==> config.mk <==
export PLATFORM = sky130hd
export DESIGN_NAME = vending_machine_change
export DESIGN_NICKNAME = d
export VERILOG_FILES = /design/src/rtl/vending_machine_change.sv
export SDC_FILE = /design/constraint.sdc
export NUM_CORES = 1
export LEC_CHECK = 0
export ABC_AREA = 1
export BUFFER_PORTS_ARGS = -buffer_cell sky130_fd_sc_hd__buf_2
export CORE_UTILIZATION = 50
export CTS_CLUSTER_SIZE = 16
export DETAILED_ROUTE_END_ITERATION = 6
export PLACE_DENSITY = 0.73
export SETUP_SLACK_MARGIN = 0.4
export SLEW_MARGIN = 20
export SYNTH_ARGS = -nofsm -noshare
export SYNTH_HDL_FRONTEND = slang
export SYNTH_SLANG_ARGS = --single-unit
export TNS_END_PERCENT = 20
==> constraint.sdc <==
create_clock -name clk -period 2 [get_ports clk]
set_input_delay 0.2 -clock clk [delete_from_list [all_inputs] [get_ports clk]]
set_output_delay 0.2 -clock clk [all_outputs]
set_load 0.05 [all_outputs]
==> src/rtl/vending_machine_change.sv <==
// Coin-operated vending controller with credit cap, single-cycle vend
// and unit-by-unit change/refund return.
module vending_machine_change #(
  parameter int PRICE      = 4,
  parameter int CREDIT_W   = 4,
  parameter int MAX_CREDIT = 12
) (
  input  logic                clk,
  input  logic                reset,
  input  logic [1:0]          coin,
  input  logic                cancel,
  output logic [1:0]          state,
  output logic [CREDIT_W-1:0] credit,
  output logic                dispense,
  output logic                change_out,
  output logic                coin_reject,
  output logic                busy
);

  if (PRICE < 1 || PRICE > MAX_CREDIT ||
      MAX_CREDIT < 5 || MAX_CREDIT > 2**CREDIT_W-1) begin : g_bad_params
    $error("vending_machine_change: illegal PRICE/MAX_CREDIT/CREDIT_W");
  end

  localparam int SW = CREDIT_W + 1;

  typedef enum logic [1:0] {
    IDLE    = 2'b00,
    COLLECT = 2'b01,
    VEND    = 2'b10,
    CHANGE  = 2'b11
  } st_t;

  st_t                 st_q, st_d;
  logic [CREDIT_W-1:0] cr_q, cr_d;
  logic                rej_q, rej_d;
  logic [SW-1:0]       value;
  logic [SW-1:0]       sum;
  logic [SW-1:0]       price_w;
  logic [SW-1:0]       max_w;
  logic [CREDIT_W-1:0] price_c;
  logic                has_coin;

  assign price_w  = SW'(PRICE);
  assign max_w    = SW'(MAX_CREDIT);
  assign price_c  = CREDIT_W'(PRICE);
  assign has_coin = (coin != 2'b00);

  always_comb begin
    value = '0;
    unique case (coin)
      2'b00: value = SW'(0);
      2'b01: value = SW'(1);
      2'b10: value = SW'(2);
      2'b11: value = SW'(5);
    endcase
  end

  // one extra bit so the cap compare cannot wrap
  assign sum = {1'b0, cr_q} + value;

  always_comb begin
    st_d  = st_q;
    cr_d  = cr_q;
    rej_d = 1'b0;
    unique case (st_q)
      IDLE, COLLECT: begin
        if (st_q == COLLECT && cancel) begin
          st_d  = CHANGE;
          rej_d = has_coin;
        end else if (has_coin) begin
          if (sum <= max_w) begin
            cr_d = sum[CREDIT_W-1:0];
            st_d = (sum >= price_w) ? VEND : COLLECT;
          end else begin
            rej_d = 1'b1;
          end
        end
      end
      VEND: begin
        cr_d  = cr_q - price_c;
        st_d  = (cr_q > price_c) ? CHANGE : IDLE;
        rej_d = has_coin;
      end
      CHANGE: begin
        rej_d = has_coin;
        if (cr_q <= CREDIT_W'(1)) begin
          cr_d = '0;
          st_d = IDLE;
        end else begin
          cr_d = cr_q - CREDIT_W'(1);
        end
      end
    endcase
  end

  always_ff @(posedge clk or negedge reset) begin
    if (!reset) begin
      st_q  <= IDLE;
      cr_q  <= '0;
      rej_q <= 1'b0;
    end else begin
      st_q  <= st_d;
      cr_q  <= cr_d;
      rej_q <= rej_d;
    end
  end

  assign state       = st_q;
  assign credit      = cr_q;
  assign coin_reject = rej_q;
  assign dispense    = (st_q == VEND);
  assign change_out  = (st_q == CHANGE);
  assign busy        = (st_q == VEND) || (st_q == CHANGE);

endmodule

### Yosys cells after proc, flatten, opt, wreduce, memory -nomap -nowiden

Cells that the tools add are included.

| operators by class | value |
|---|---|
| add/subtract/negate cells | 3 |
| reductions and logical operators | 9 |
| div/mod/pow operators | 0 |
| equality and inequality tests | 12 |
| multiplexer cells | 17 |
| shift operators | 0 |
| multipliers | 0 |
| order comparisons | 4 |
| bitwise operators | 0 |

Operator list:

| kind | number |
|---|---|
| $pmux 5 s4 | 1 |
| $mux 4 | 4 |
| $mux 2 | 6 |
| $pmux 4 s3 | 1 |
| $eq 2x2->1 const B | 4 |
| $ne 2x2->1 const B | 3 |
| $ne 3x3->1 const B | 2 |
| $pmux 2 s3 | 1 |
| $reduce_and 3->1 | 2 |
| $add 4x5->5 | 1 |
| $ge 5x3->1 const B | 1 |
| $le 5x4->1 const B | 1 |
| $eq 2x1->1 const B | 2 |
| $gt 4x3->1 const B | 1 |
| $le 4x1->1 const B | 1 |
| $logic_not 2->1 | 2 |
| $reduce_or 2->1 | 2 |
| $sub 4x1->4 const B | 1 |
| $sub 4x3->4 const B | 1 |
| $mux 1 | 3 |
| $ne 2x1->1 const B | 1 |
| $pmux 1 s2 | 1 |
| $reduce_bool 2->1 | 1 |
| $logic_and 1x1->1 | 1 |
| $logic_or 1x1->1 | 1 |

| storage, ports and cells | value |
|---|---|
| input bits | 5 |
| memory bits (writable) | 0 |
| ROM bits | 0 |
| output and inout bits | 10 |
| memories | 0 |
| register bits | 7 |
| bits in latches | 0 |

### Depth between registers and ports, before layout

Gate-level depths: netlist of the first run.

| logic depth | value |
|---|---|
| depth after elaboration | 9 |
| depth in mapped cells | 14 |

### Worst setup path after synthesis of the first run

Ideal clock, no wire load.

| timing | value |
|---|---|
| kind | reg2reg |
| from | register cr_q[0] (netlist: credit[0]) |
| to | register cr_q[0] (netlist: credit[0]) |
| library setup time | 120 ps |
| data arrival time | 2065 ps |
| setup slack | -185 ps |
| stages on the path, launching flop included | 13 |
| data required time | 1880 ps |
| cells stage by stage | dfrtp_1 ha_1 inv_1 fa_1 inv_1 nor2_1 nor2_2 nand3_2 nand3_2 nand2_1 nand2_1 nand2_1 nand2_1 |

| on the way | value |
|---|---|
| cells in the longest elaborated chain, start to end | 5 |

RTL lines:

| what | line | source |
|---|---|---|
| start, declared | 35 | `logic [CREDIT_W-1:0] cr_q, cr_d;` |
| start signal, assigned | 104 | `cr_q <= cr_d;` |
| parallel branches: the longest is 5 deep, another holds $add 4x5->5 | n/a |  |

Several ways; the timed one is not identified. The select of a mux whose other input is x is not followed.
A chain may end at the register's enable or synchronous reset.

### Worst setup path after layout of the first run

| timing | value |
|---|---|
| from | register cr_q[0] (netlist: credit[0]) |
| to | register st_q[1] (netlist: state[1]) |

| on the way | value |
|---|---|
| cells in the longest elaborated chain, start to end | 7 |

RTL lines:

| what | line | source |
|---|---|---|
| $add 4x5->5 | 60 | `assign sum = {1'b0, cr_q} + value;` |
| $ge 5x3->1 | 74 | `st_d = (sum >= price_w) ? VEND : COLLECT;` |
| $mux 2 | 74 |  |
| $mux 2 | 72 | `if (sum <= max_w) begin` |
| $mux 2 | 71 | `end else if (has_coin) begin` |
| $mux 2 | 68 | `if (st_q == COLLECT && cancel) begin` |
| $pmux 2 s3 | 66 | `unique case (st_q)` |
| end signal, assigned | 103 | `st_q <= st_d;` |
| end, declared | 34 | `st_t st_q, st_d;` |

Parallel ways exist; a longest one is shown, timed or not. The select of a mux whose other input is x is not followed.

==> parameters.txt, run 1 <==
Parameter                              Value

Layout
  Non-filler instance count after layout    approximately 150
  Area taken by multi-input logic gates    roughly 520 µm²
  Share of final-layout standard cells stronger than drive strength 1    31.58%
  Register Area    177.7 µm²
  Area delta synth->final    19.97%
  Layout filler cell count    120
  Final layout net count    approximately 150
  ANT cells    0

Yosys
  Fraction of the mapped netlist area in simple logic gates    43.21%
  Synth Area in Adders    14.08%
  Post-synth top area share    22.91%
  Seq/Total Area, Yosys    22.91%
  Nets in the synthesized netlist    approximately 130
  XOR/XNOR share of the synthesized area    around 1.1%
  Number of instances in the synthesized netlist    114
  Share of async-settable or async-resettable flops after synthesis    100.0%
  Post-Synthesis Mean Instance Area    6.706 µm²
  Combinational family with the most area after synthesis    simple AND/OR/NAND/NOR gates
  Cell types with the largest area share after synthesis    sky130_fd_sc_hd__dfrtp_1, sky130_fd_sc_hd__nand2_1, sky130_fd_sc_hd__ha_1
  Count of state elements after synthesis    7
  Multiplexer share of the synthesized area    0%
  Commonest cells in the netlist    sky130_fd_sc_hd__nand2_1, sky130_fd_sc_hd__inv_1, sky130_fd_sc_hd__nand3_1, sky130_fd_sc_hd__dfrtp_1, sky130_fd_sc_hd__ha_1
  Leading cell type by number of instances after synthesis    sky130_fd_sc_hd__nand2_1
  Unique cell type count in the Yosys netlist    23
  Dominant synthesized flop cell    sky130_fd_sc_hd__dfrtp_1
  Warnings from Yosys    0
  Cell type with the highest aggregate area in the netlist    sky130_fd_sc_hd__dfrtp_1
  Synth Area in Compound Gates    7.038%
  Syn Std Cell Area    around 760 µm²
  Count of flip-flops with a built-in enable after synthesis    0

Global routing
  Vias in the first global route    632
  GRT Util Overall    between 20% and 30%
  Wire length of the first global-routing pass    about 2700 µm
  Aggregate global routing overflow    0
  Number of antenna violations at the first check in global routing    0
  Maximum number of pins on one net before global-route repair    9

Place
  Cells after DPL    141
  # port buffers    14
  Final RePlAce weighted congestion    0.8351
  Final HPWL DP    1372 µm
  Pre-CTS setup slack    between 80 and 90 ps

Critical path
  Worst r2r src    credit[0]$_DFFE_PN0P_
  Register-to-register path setup slack    140 ps
  Launching element type of the critical path    register
  Crit path kind    register to register
  Arrival time of data at the critical path endpoint    2000 ps
  Register-to-Register Path Depth    11
  Highest fanout seen on the critical path    3
  Required time of the worst setup path    about 2100 ps
  Capture point of the worst reg-to-reg path    state[1]$_DFFE_PN0P_
  CP Launch Point    credit[0]$_DFFE_PN0P_
  Kind of end point of the critical path    register

Timing
  Unrepaired setup endpoints after global routing    true
  Max-slew violation count    0
  Normalized max-slew margin    77.02%
  Minimum clock period    approximately 1900 ps
  Final TNS setup    0 ps
  Max frequency    539.0 MHz
  Slew @ Worst Pin    344.7 ps
  Final cycle utilization of the critical path    92.76%
  Final hold slack    306.1 ps
  Final Skew    between 2 and 2.5 ps
  Setup Viol. Count Final    0
  Crit path setup slack, layout    144.8 ps
  Count of endpoints failing hold in the final timing report    0

CTS
  H-tree Lvls    1
  Cell at the root of the clock tree    sky130_fd_sc_hd__clkbuf_4
  Clock buffers created by TritonCTS    3
  Number of sinks on the clock net    7
  CTS tree    yes
  Worst-Skew Late Latency    250 ps
  Clock slew at reported path FFs    50 ps
  Largest buffer count on any clock path    2

Die
  Total Die Area    1689 µm²
  Chip Width    41.10 µm
  Total I/O pin count    15
  Initial Utilization    55.95%
  Count of standard-cell rows    13
  Height of the chip    ~41 µm
  Core ar.    about 1400 µm²

Route
  Detailed-route wire length per cell    ~11 µm
  Remaining antenna violation count after routing    0
  Number of DRC markers after the initial detailed-route iteration    24
  Total routed wirelength    approximately 1700 µm
  Detailed-route via count    778
  Detailed-route vias per instance    5.257
  Number of detailed-routing iterations run before antenna repair    4
  Final routed DRC violation total    0

Run status
  Outcome    finished, final reports clean

Hold path
  Hold/Removal Path Class    primary input to async pin

Flow run
  Number of maximum-capacitance constraint violations    0
## layer usage
| layer | routed length [µm] | track usage, % |
|---|---|---|
| met4 | 15 | 4.839 |
| met3 | 132 | 8.696 |
| met2 | 816 | 40.63 |
| met1 | 734 | 29.97 |
| met5 | 0 | 0 |
## stage by stage
step	utilization, %	cell area [µm²]
3_5_place_dp	63.00	860.8
4_1_cts	66.21	904.6
5_1_grt	67.12	917.1
6_report	67.12	917.1
3_3_place_gp	63.00	860.8
2_1_floorplan	-	779.5
## final cells by class
class / count / area share [%]
repair buffers: 17 / 10.37
inverters: 21 / 8.868
well taps: 15 / 2.046
flip-flops and latches: 7 / 19.37
clock buffers: 4 / 2.865
multi-input cells: 84 / 56.48
## worst max-delay path: stages, from the launching register on
cell	delay (ps)
sky130_fd_sc_hd__dfrtp_2	430
sky130_fd_sc_hd__ha_4	170
sky130_fd_sc_hd__inv_2	60
sky130_fd_sc_hd__fa_2	440
sky130_fd_sc_hd__inv_1	80
sky130_fd_sc_hd__nor2_2	40
sky130_fd_sc_hd__nor2_2	110
sky130_fd_sc_hd__nand3_2	100
sky130_fd_sc_hd__nand3_2	100
sky130_fd_sc_hd__nand2_2	70
sky130_fd_sc_hd__nand3_1	90
sky130_fd_sc_hd__nand2_1	60
## kinds of logic (layout without fill, tap and decap cells)
| kind of cell | Yosys count | after routing |
|---|---|---|
| and+or+nand+nor | 67 | 67 |
| adders and majority gates | 8 | 8 |
| AOI/OAI and AO/OA | 8 | 8 |
| buffers and inverters | 23 | 42 |
| DFF | 7 | 7 |
| xor gates and xnor gates | 1 | 1 |
## state kept, by name, summed over array words and instances (netlist names)
signal	flops
coin_reject	1
credit	4
state	2
## timing repair
| action | in CTS | in global routing |
|---|---|---|
| hold buffers | 1 | 0 |
| hold endpoints to repair | 7 | 0 |
| pin swaps | 0 | 2 |
| endpoints found under the setup margin | 7 | 7 |
| gates resized for setup | 1 | 3 |
| setup buffers | 1 | 1 |
## how the worst max path moves through the flow
stage                                       end  depth (start not counted)
after global placement    credit[2]$_DFFE_PN0P_                         13
after global routing      credit[2]$_DFFE_PN0P_                         12
after floorplan           credit[3]$_DFFE_PN0P_                         12
final                      state[1]$_DFFE_PN0P_                         11
after detailed placement  credit[0]$_DFFE_PN0P_                         12
after CTS                  state[1]$_DFFE_PN0P_                         11
## placed cells by master (no fill, tap or decap), types with 2 or more instances in the layout
master | netlist | routed
sky130_fd_sc_hd__nand4_1 | 2 | 2
sky130_fd_sc_hd__dfrtp_2 | 0 | 2
sky130_fd_sc_hd__clkbuf_4 | 0 | 3
sky130_fd_sc_hd__dfrtp_1 | 7 | 5
sky130_fd_sc_hd__ha_1 | 7 | 6
sky130_fd_sc_hd__nand3_1 | 13 | 13
sky130_fd_sc_hd__nand2_2 | 6 | 6
sky130_fd_sc_hd__buf_4 | 0 | 2
sky130_fd_sc_hd__nand2_1 | 34 | 34
sky130_fd_sc_hd__buf_2 | 0 | 14
sky130_fd_sc_hd__inv_2 | 1 | 3
sky130_fd_sc_hd__nand3_2 | 4 | 4
sky130_fd_sc_hd__nor2_4 | 2 | 2
sky130_fd_sc_hd__inv_1 | 19 | 17
sky130_fd_sc_hd__nor2_2 | 1 | 2
sky130_fd_sc_hd__nor2_1 | 5 | 4
sky130_fd_sc_hd__o21ai_0 | 2 | 2
Power of run 1 is not shown: default switching activity piles up to over one toggle a cycle in this logic, so the estimate is an artifact.
==> inputs of run 2 (changes only) <==
CORE_MARGIN = 2   (was unset)
PLACE_DENSITY = 0.82   (was 0.73)
==> run 2 against run 1 <==
  * Count of clock-buffer cells in the layout fell by 1
  * Global-route usage is 2.1 points lower
  * Cell area is 2.5% higher
  * First-iteration DRC count fell by 50%
  * Largest cell class unchanged
==> parameters.txt, run 2 (synthesis gave the netlist of run 1 again) <==
Parameter                              Value

Timing
  Max-slew violation count    0 (unchanged)
  Normalized max-slew margin    79.35% (+2.3 points)
  Final cycle utilization of the critical path    90.26% (-2.5 points)
  Final TNS setup    0 ps (unchanged)
  Count of endpoints failing hold in the final timing report    0 (unchanged)
  Max frequency    554.0 MHz (+2.8%)
  Unrepaired setup endpoints after global routing    true
  Slew @ Worst Pin    309.7 ps (-35.02 ps)
  Minimum clock period    1805 ps (-50.13 ps)
  Final Skew    6.437 ps (+4.201 ps)
  Setup Viol. Count Final    0 (unchanged)

Die
  Chip Width    43.10 µm (+4.9%)
  Height of the chip    43.10 µm (+4.9%)
  Total I/O pin count    15 (unchanged)
  Initial Utilization    51.96% (-4.0 points)
  Total Die Area    1858 µm² (+10%)
  Count of standard-cell rows    14 (+1)
  Core ar.    1471 µm² (+7.7%)

Route
  Met3 wirelength from detailed routing    56 µm (-58%)
  Top routing layer used    met4
  Final routed DRC violation total    0 (unchanged)
  Number of DRC markers after the initial detailed-route iteration    12 (-50%)
  Number of detailed-routing iterations run before antenna repair    4 (unchanged)
  Detailed-route via count    774 (-0.51%)
  Total routed wirelength    1740 µm (+2.5%)
  Met2 wire length    859 µm (+5.3%)
  Detailed-route vias per instance    5.126 (-2.5%)
  Detailed-route wire length per cell    11.52 µm (+0.44%)
  Remaining antenna violation count after routing    0 (unchanged)
  Met1 WL    775 µm (+5.6%)

Place
  Cells after DPL    142 (+0.71%)
  Total placed instance area    862.1 µm² (+0.15%)
  Final HPWL DP    1353 µm (-1.4%)
  # port buffers    14 (unchanged)
  Final RePlAce weighted congestion    0.8551 (+2.4%)

Layout
  Final layout net count    149 (+1.4%)
  Share of final-layout standard cells stronger than drive strength 1    35.56% (+4.0 points)
  Register Area    177.7 µm² (unchanged)
  ANT cells    0 (unchanged)
  Layout filler cell count    146 (+22%)
  Area delta synth->final    22.91%
  Post-route cell area    939.7 µm² (+2.5%)
  Max reg flops    4 (unchanged)
  Most common cell after layout, fill and taps aside    sky130_fd_sc_hd__nand2_1
  Commonest cells after routing, fill and taps aside    sky130_fd_sc_hd__nand2_1, sky130_fd_sc_hd__inv_1, sky130_fd_sc_hd__buf_2, sky130_fd_sc_hd__nand3_1, sky130_fd_sc_hd__nand2_2
  Non-filler instance count after layout    151 (+2.0%)
  Area taken by multi-input logic gates    523.0 µm² (+0.97%)

CTS
  Clock buffers created by TritonCTS    3 (unchanged)
  Largest buffer count on any clock path    2 (unchanged)
  Clock slew at reported path FFs    60 ps (about the same)
  CTS tree    yes
  H-tree Lvls    1 (unchanged)
  Cell at the root of the clock tree    sky130_fd_sc_hd__clkbuf_4
  Worst-Skew Late Latency    260 ps (about the same)
  Number of sinks on the clock net    7 (unchanged)

Global routing
  Wire length of the first global-routing pass    2980 µm (+12%)
  Maximum number of pins on one net before global-route repair    9 (unchanged)
  Vias in the first global route    736 (+16%)
  Aggregate global routing overflow    0 (unchanged)
  GRT Util Overall    22.27% (-2.1 points)
  Number of antenna violations at the first check in global routing    0 (unchanged)

Critical path
  Highest fanout seen on the critical path    3 (unchanged)
  Required time of the worst setup path    2160 ps (+20 ps)
  Arrival time of data at the critical path endpoint    1960 ps (-40 ps)
  Kind of end point of the critical path    register
  Crit path kind    register to register
  Launching element type of the critical path    register

Hold path
  Hold/Removal Path Class    primary input to async pin

Run status
  Outcome    finished, final reports clean

Flow run
  Number of maximum-capacitance constraint violations    0 (unchanged)
==> run 2: cell types whose count changed in the layout (fill, tap and decap cells not counted), sizes merged <==
cell	before	now
clkbuf	4	3
clkinv	0	1
buf	16	18
==> run 2: critical path, cell delays in order, from the launching register on <==
cell and delay [ps]:
sky130_fd_sc_hd__dfrtp_2 380, sky130_fd_sc_hd__ha_4 140, sky130_fd_sc_hd__inv_2 40, sky130_fd_sc_hd__fa_2 550, sky130_fd_sc_hd__inv_2 40, sky130_fd_sc_hd__nor2_2 90
sky130_fd_sc_hd__nor2_2 50, sky130_fd_sc_hd__nand3_2 70, sky130_fd_sc_hd__nand3_2 90, sky130_fd_sc_hd__nand2_2 100, sky130_fd_sc_hd__nand2_2 50, sky130_fd_sc_hd__nand2_1 50
sky130_fd_sc_hd__nand2_1 50
==> run 2: per-stage QoR <==
stage | hold WS [ps] | utilization [%] | worst slack [ps]
2_1_floorplan | -95.59 | - | 37.81
3_3_place_gp | 39.44 | 58.59 | 166.3
3_5_place_dp | 41.52 | 58.59 | 135.9
4_1_cts | 291.4 | 61.82 | 187.1
5_1_grt | 308.4 | 63.86 | 95.96
6_report | 298.0 | 63.86 | 194.9
==> run 2: timing repair <==
action                                  CTS  global route
buffers inserted                          1             3
cloned                                    0             0
resized for setup                         2             5
endpoints found under the hold margin     7             0
hold buffers                              1             0
endpoints found under the setup margin    7             8
pin swaps                                 0             4
==> run 2: final timing paths <==
kind	from	end	slack [ps]	cells past startpoint
max	credit[0]$_DFFE_PN0P_	credit[3]$_DFFE_PN0P_	190	12
min	reset	coin_reject$_DFF_PN0_	300	2
max reg2reg	credit[0]$_DFFE_PN0P_	credit[3]$_DFFE_PN0P_	190	12
min reg2reg	credit[1]$_DFFE_PN0P_	credit[1]$_DFFE_PN0P_	530	2
max in group asynchronous	reset	credit[0]$_DFFE_PN0P_	1520	2
min in group clk	cancel	coin_reject$_DFF_PN0_	340	5
==> run 2: metal layers <==
metal	vias to the layer above	track usage, %
met5	-	0
met4	0	10.91
met3	7	6.383
met2	20	37.31
met1	347	25.53
li1	400	-
==> run 2: area by class of cell <==
cell class                 count  area share, %
inverter                      21          8.655
clock inverter                 1         0.5326
timing repair buffer          19          11.72
clock buffer                   3          2.397
tap                           16          2.130
sequential                     7          18.91
multi-input combinational     84          55.66
Power of run 2 is left out for the same reason.
